==> src/rtl/rib_arb_pkg.sv <==
// Shared types and helpers for the RIB bus arbiter.
package rib_arb_pkg;

  typedef enum logic {IDLE = 1'b0, OWNED = 1'b1} rib_arb_state_e;

  localparam int RIB_ARB_MAX_MASTERS = 8;

  function automatic int rib_arb_idw(input int n);
    return (n <= 2) ? 1 : $clog2(n);
  endfunction

endpackage

==> src/rtl/rib_arb_pick.sv <==
// Combinational winner picker: first masked requester found searching upward from start, wrapping.
module rib_arb_pick
  import rib_arb_pkg::*;
#(
  parameter int N   = 4,
  parameter int IDW = rib_arb_idw(N)
) (
  input  logic [N-1:0]   req,
  input  logic [N-1:0]   mask,
  input  logic [IDW-1:0] start,
  output logic [N-1:0]   win,
  output logic [IDW-1:0] idx,
  output logic           vld
);

  always_comb begin
    int i;
    i   = 0;
    win = '0;
    idx = '0;
    vld = 1'b0;
    for (int k = 0; k < N; k++) begin
      i = int'(start) + k;
      if (i >= N) i = i - N;
      if (!vld && req[i] && mask[i]) begin
        win[i] = 1'b1;
        idx    = IDW'(i);
        vld    = 1'b1;
      end
    end
  end

endmodule

==> src/rtl/rib_arbiter.sv <==
// Registered multi-master RIB arbiter with lock and starvation timeout.
// Define RIB_ARB_RR_EN for round-robin picking; otherwise fixed priority (index 0 highest).
module rib_arbiter
  import rib_arb_pkg::*;
#(
  parameter int NUM_MASTERS = 4,
  parameter int MAX_HOLD    = 16,
  localparam int IDW        = rib_arb_idw(NUM_MASTERS)
) (
  input  logic                   clk_i,
  input  logic                   rst_n_i,
  input  logic [NUM_MASTERS-1:0] req_i,
  input  logic [NUM_MASTERS-1:0] lock_i,
  output logic [NUM_MASTERS-1:0] gnt_o,
  output logic [IDW-1:0]         gnt_id_o,
  output logic                   gnt_valid_o,
  output logic [NUM_MASTERS-1:0] hold_o,
  output logic                   preempt_o
);

  localparam int CW = (MAX_HOLD < 1) ? 1 : $clog2(MAX_HOLD + 1);

  rib_arb_state_e         state;
  logic [CW-1:0]          cnt, cnt_nxt;
  logic [NUM_MASTERS-1:0] pick_mask, pick_win, nxt_gnt;
  logic [IDW-1:0]         pick_idx, pick_start, nxt_id;
  logic                   pick_vld, nxt_vld;
  logic                   own_req, own_lock, others, timeout, force_rel, use_pick;

  assign hold_o = req_i & ~gnt_o;

  always_comb begin
    own_req   = |(req_i & gnt_o);
    own_lock  = |(lock_i & gnt_o);
    others    = |(req_i & ~gnt_o);
    timeout   = (MAX_HOLD != 0) && (cnt == CW'(MAX_HOLD)) && others;
    force_rel = (state == OWNED) && own_req && own_lock && timeout;
    // Only a forced release excludes the owner; a voluntary re-arbitration may re-pick it.
    pick_mask = force_rel ? ~gnt_o : '1;
    use_pick  = 1'b1;
    if (state == OWNED && own_req && own_lock && !timeout) use_pick = 1'b0;
    nxt_gnt = use_pick ? pick_win : gnt_o;
    nxt_id  = use_pick ? pick_idx : gnt_id_o;
    nxt_vld = use_pick ? pick_vld : 1'b1;
    if (!nxt_vld || nxt_gnt != gnt_o || !others) cnt_nxt = '0;
    else if (cnt != CW'(MAX_HOLD))               cnt_nxt = cnt + CW'(1);
    else                                         cnt_nxt = cnt;
  end

`ifdef RIB_ARB_RR_EN
  logic [IDW-1:0] ptr;

  assign pick_start = ptr;

  always_ff @(posedge clk_i or negedge rst_n_i) begin
    if (!rst_n_i)                 ptr <= '0;
    else if (use_pick && pick_vld)
      ptr <= (pick_idx == IDW'(NUM_MASTERS - 1)) ? '0 : pick_idx + IDW'(1);
  end
`else
  assign pick_start = '0;
`endif

  rib_arb_pick #(.N(NUM_MASTERS), .IDW(IDW)) u_pick (
    .req   (req_i),
    .mask  (pick_mask),
    .start (pick_start),
    .win   (pick_win),
    .idx   (pick_idx),
    .vld   (pick_vld)
  );

  always_ff @(posedge clk_i or negedge rst_n_i) begin
    if (!rst_n_i) begin
      state       <= IDLE;
      gnt_o       <= '0;
      gnt_id_o    <= '0;
      gnt_valid_o <= 1'b0;
      preempt_o   <= 1'b0;
      cnt         <= '0;
    end else begin
      state       <= nxt_vld ? OWNED : IDLE;
      gnt_o       <= nxt_vld ? nxt_gnt : '0;
      gnt_id_o    <= nxt_vld ? nxt_id : '0;
      gnt_valid_o <= nxt_vld;
      preempt_o   <= force_rel;
      cnt         <= cnt_nxt;
    end
  end

endmodule
==> config.mk <==
export PLATFORM = sky130hd
export DESIGN_NAME = rib_arbiter
export DESIGN_NICKNAME = d
export VERILOG_FILES = /design/src/rtl/rib_arb_pkg.sv /design/src/rtl/rib_arb_pick.sv /design/src/rtl/rib_arbiter.sv
export SDC_FILE = /design/constraint.sdc
export NUM_CORES = 1
export LEC_CHECK = 0
export CAP_MARGIN = 20
export CORE_MARGIN = 8
export CORE_UTILIZATION = 45
export DETAILED_ROUTE_END_ITERATION = 10
export GPL_ROUTABILITY_DRIVEN = 0
export PLACE_DENSITY = 0.73
export REMOVE_ABC_BUFFERS = 1
export SYNTH_ARGS = -nofsm -noshare
export SYNTH_HDL_FRONTEND = slang
export SYNTH_SLANG_ARGS = --single-unit
==> constraint.sdc <==
create_clock -name clk_i -period 2.7 [get_ports clk_i]
set_input_delay 0.405 -clock clk_i [delete_from_list [all_inputs] [get_ports clk_i]]
set_output_delay 0.405 -clock clk_i [all_outputs]
set_load 0.01 [all_outputs]
==> out/metrics.cfg <==
[cells_and_area]
areaGrowthSynthToFinish_pct=31.20
fin_area_sq_um=1257
final_core_util_pct=63.45
antennaDiodeCount=0
nNetsFinal=140
layout-drive-gt1-share_pct=18.11

[global_routing]
antenna_found_initial=0
grt_pass1_vias=927
grt_first_pass_wirelength_microns=4347
grt-ovfl-total=0
track_usage_pct=13.13
grt_max_degree=14

[logic_synthesis]
netlist_instances=98
ys.flop_type=dfrtp_1
synth_cell_types=43
synth_edf_count=0
syn_area_sq_um=958.4
syn-mean-instance-area_sq_um=9.780
synthArstFlopShare_pct=100.0
yosysWarnings=0
synth-seq-cells=13
yosysSeqAreaShare_pct=33.94

[route]
routedWlPerCell_microns=16.04
vias_per_cell=5.818
dr.pass1.iters=4
post-route-drc-count=0
drtIter0Drc=33
ant_nets=0
via_count=896
wl_microns=2470

[clock_network]
hold_buffers=0
htreeDepth=1
cts-root-buf=clkbuf_4
clkTransAtPathRegs_ps=80
numClockSinks=13
cts_made_buffers=3
cts_buffer_depth=2
clock_latency_ps=280
cts_tree=yes
cts_setup_buffers=0
cts_resized=0

[worst_setup_path]
cp.required_ps=2300
start_kind=primary input
worstReg2RegStart=gnt_o[0]$_DFF_PN0_
end_kind=output pin
regToRegEndpoint=cnt[4]$_DFFE_PN0P_
critPathMaxFanout=5
r2r_slack_ps=480
crit_type=primary input to output pin
reg2regPathDepth=6
crit_arrival_ps=1970

[power]
p_per_area_nw_per_um2=456.8
p_leak_uw=0.0005350
vdd_ir_drop_max_uv=291.3

[floorplan]
rows=16
die_area_sq_um=3863
die-height_microns=62.15
ios=22
initial_core_util_pct=48.36
fp.dieW_microns=62.15
core_area_sq_um=1982

[timing]
fin_crit_ps=2374
rsz0062_at_grt=no
fin_ws_ps=325.8
fin_crit_sh_pct=87.93
fmaxAchievable_mhz=421.2
tightest_slew_ps=560.5
setup_viol_count_final=0
slew_viol_final=0
tns_ps=0
finClkSkew_ps=5.509
hold_viol_final=0
slew_headroom_pct=62.51

[placement]
hpwlAfterDp_microns=1983
placed_cell_area_sq_um=1231
dp_slack_ps=90.65
io_buffers=21

[hold_path]
hold_path.class=primary input to async pin

[run]
cap_violations=0

[status]
status=finished clean

[cells by family after synthesis]
| kind of cell | share of synthesized area (%) |
|---|---|
| AND/OR/NAND/NOR | 21.02 |
| AO/OA/AOI/OAI | 29.76 |
| flip-flops | 33.94 |
| buffers and inverters | 5.612 |
| XOR/XNOR | 3.656 |
| multiplexers | 3.394 |
| adder cells (fa/ha/maj) | 2.611 |
[registers in the layout, indices dropped and copies added (netlist names)]
register     flops
preempt_o        1
gnt_id_o         2
gnt_valid_o      1
cnt              5
gnt_o            4
[cells in the final DEF (no fill, tap or decap), types with 3 or more instances in the layout]
master	n
clkdlybuf4s50_1	21
dfrtp_1	13
nand2_1	9
nor2_1	8
buf_4	8
inv_1	6
o41ai_1	6
a22o_1	5
nand3_1	4
o21ai_0	4
a31oi_1	3
clkbuf_4	3
[how the worst max path moves through the flow]
stage | from | end | slack, ps | cells past startpoint
final | req_i[3] | hold_o[3] | 330 | 3
after global routing | req_i[2] | cnt[4]$_DFFE_PN0P_ | 180 | 7
after CTS | req_i[3] | hold_o[3] | 330 | 3
after detailed placement | req_i[2] | cnt[4]$_DFFE_PN0P_ | 90 | 7
after global placement | req_i[2] | cnt[0]$_DFFE_PN0P_ | 170 | 7
after floorplan | gnt_o[0]$_DFF_PN0_ | gnt_o[3]$_DFF_PN0_ | 590 | 4
[layer usage]
layer | global-route usage [%] | vias to the layer above | part of all wire, %
li1 | - | 433 | -
met1 | 17.03 | 430 | 50
met2 | 20.44 | 26 | 43
met3 | 2.330 | 7 | 4.5
met4 | 6.122 | 0 | 2.1
met5 | 0 | - | 0
[critical path: stages]
cell,delay (ps)
clkdlybuf4s50_1,580
nor2b_1,360
clkdlybuf4s50_1,620
[stage by stage]
stage / hold WS (ps) / cells / total power, uW
floorplan: 109.4 / 94 / 355.1
CTS: 502.4 / 154 / 574.9
global placement: 466.4 / 150 / 449.3
detailed placement: 487.4 / 150 / 454.3
finish: 476.8 / 154 / 574.4
global route: 529.8 / 154 / 606.5
[layout make-up]
| cell class | count | area, sq um |
|---|---|---|
| fillers | 157 | 724.4 |
| well taps | 27 | 33.78 |
| flip-flops and latches | 13 | 325.3 |
| repair buffers | 29 | 270.3 |
| multi-input cells | 75 | 579.3 |
| clock buffers | 4 | 26.28 |
| inverters | 6 | 22.52 |
[synthesized netlist by cell type, drive strengths merged (2+ instances only)]
master	n	share of area, %
nor2	8	3.1
inv	6	2.3
nor2b	4	4.4
o31ai	3	2.9
ha	2	2.6
or2	2	1.3
xor2	2	1.8
o41ai	7	7.2
nor4	2	2.0
o21ai	5	2.6
a31oi	4	3.3
mux2	2	2.3
buf	4	3.3
xnor2	2	1.8
nand2	9	3.5
dfrtp	13	34
a22o	5	4.6
nand3	4	2.1
[power by group]
group / switching [uW] / internal (uW)
clock network: 66.3 / 57.4
logic: 102 / 106
registers: 31.1 / 212
total: 199 / 375
No activity file was read; power rests on OpenSTA's default activity.
==> RTL edit: new RTL, config.mk and constraints unchanged <==
Set the parameter `MAX_HOLD` to 64 (it was 16).
--- a/src/rtl/rib_arbiter.sv
+++ b/src/rtl/rib_arbiter.sv
@@ -4,7 +4,7 @@
   import rib_arb_pkg::*;
 #(
   parameter int NUM_MASTERS = 4,
-  parameter int MAX_HOLD    = 16,
+  parameter int MAX_HOLD    = 64,
   localparam int IDW        = rib_arb_idw(NUM_MASTERS)
 ) (
   input  logic                   clk_i,
Function: no difference found for any inputs over 10 cycles, from zero or initial values and one cycle with rst_n_i low; that may be too few to reach the edited logic, so the function may still have changed.
==> RTL edit against the original RTL <==
Critical path depth rose by 5. Power rose by 43%. Routed wire length rose by 3.0%. Maximum frequency fell by 1.9%. Global-route usage rose by 0.25 points. Synthesized area rose by 8.5%. Setup slack got worse by 45 ps. Clock power rose by 6%. Design area rose by 8.0%. Sequential cell count rose by 2. Sequential share of layout area rose by 1.8 points. Largest power group is now combinational cells. Highest routed layer unchanged.
==> RTL edit: results (changes against the original RTL) <==
hold crit path type flop to flop; Placement Cell Area 1330 sq um (+8.0%); DRT iter0 DRCs 42 (+27%); critical path startpoint req_i[1]; met2 Usage GRT 20.7% (+0.26 points); peak supply drop 0.330 mV (+13%); Post-Synth Adder-Cell Area 2.41% (-0.20 points); Compound-Gate Fraction of Synth Area 31.2% (+1.4 points); Power Density 604 nW/um^2 (+32%); Power Clock 0.132 mW (+6%); seq_cells 15 (+2); status finished clean; Mean Syn Cell Area 10.5 sq um (+7.4%); Yosys cell types 42 (-2.3%); Cell Count, Final, Fillers Out 158 (+2.6%); vias in the first global route 901 (-2.8%); Via density 5.75 (-1.1%); filler instances 196 (+25%); Multi-input gate area 627 sq um (+8.2%); metal3 WL 140 um (+25%); post-synth top area share 36.1% (+2.2 points); post-synthesis mux area share 0.963% (-2.4 points); Net Sw Power 0.316 mW (+59%); worst reg2reg startpoint gnt_o[1]$_DFF_PN0_; worst slack at placement -43.4 ps (-134 ps); GR met1 Demand/Resource 16.3% (-0.74 points); Layout area overhead 30.6%; Clock buf/inv share 2.03% (-0.062 points)
RTL edit: how the worst min path moves through the flow:
stage                                  startpoint                      end  slack [ps]  cells past startpoint
after global placement    gnt_id_o[1]$_DFFE_PN0P_  gnt_id_o[1]$_DFFE_PN0P_         470                      2
after floorplan                           rst_n_i       cnt[0]$_DFFE_PN0P_         110                      0
after detailed placement  gnt_id_o[1]$_DFFE_PN0P_  gnt_id_o[1]$_DFFE_PN0P_         480                      2
after global routing      gnt_id_o[1]$_DFFE_PN0P_  gnt_id_o[1]$_DFFE_PN0P_         520                      2
final                     gnt_id_o[1]$_DFFE_PN0P_  gnt_id_o[1]$_DFFE_PN0P_         500                      2
after CTS                 gnt_id_o[1]$_DFFE_PN0P_  gnt_id_o[1]$_DFFE_PN0P_         500                      2
RTL edit: worst max-delay path, stage by stage:
cell and delay (ps):
clkdlybuf4s50_1 460, and2b_2 250, nor4_4 420, o41ai_1 140, buf_4 160, and2_2 230
a311oi_4 410, nor3_1 110
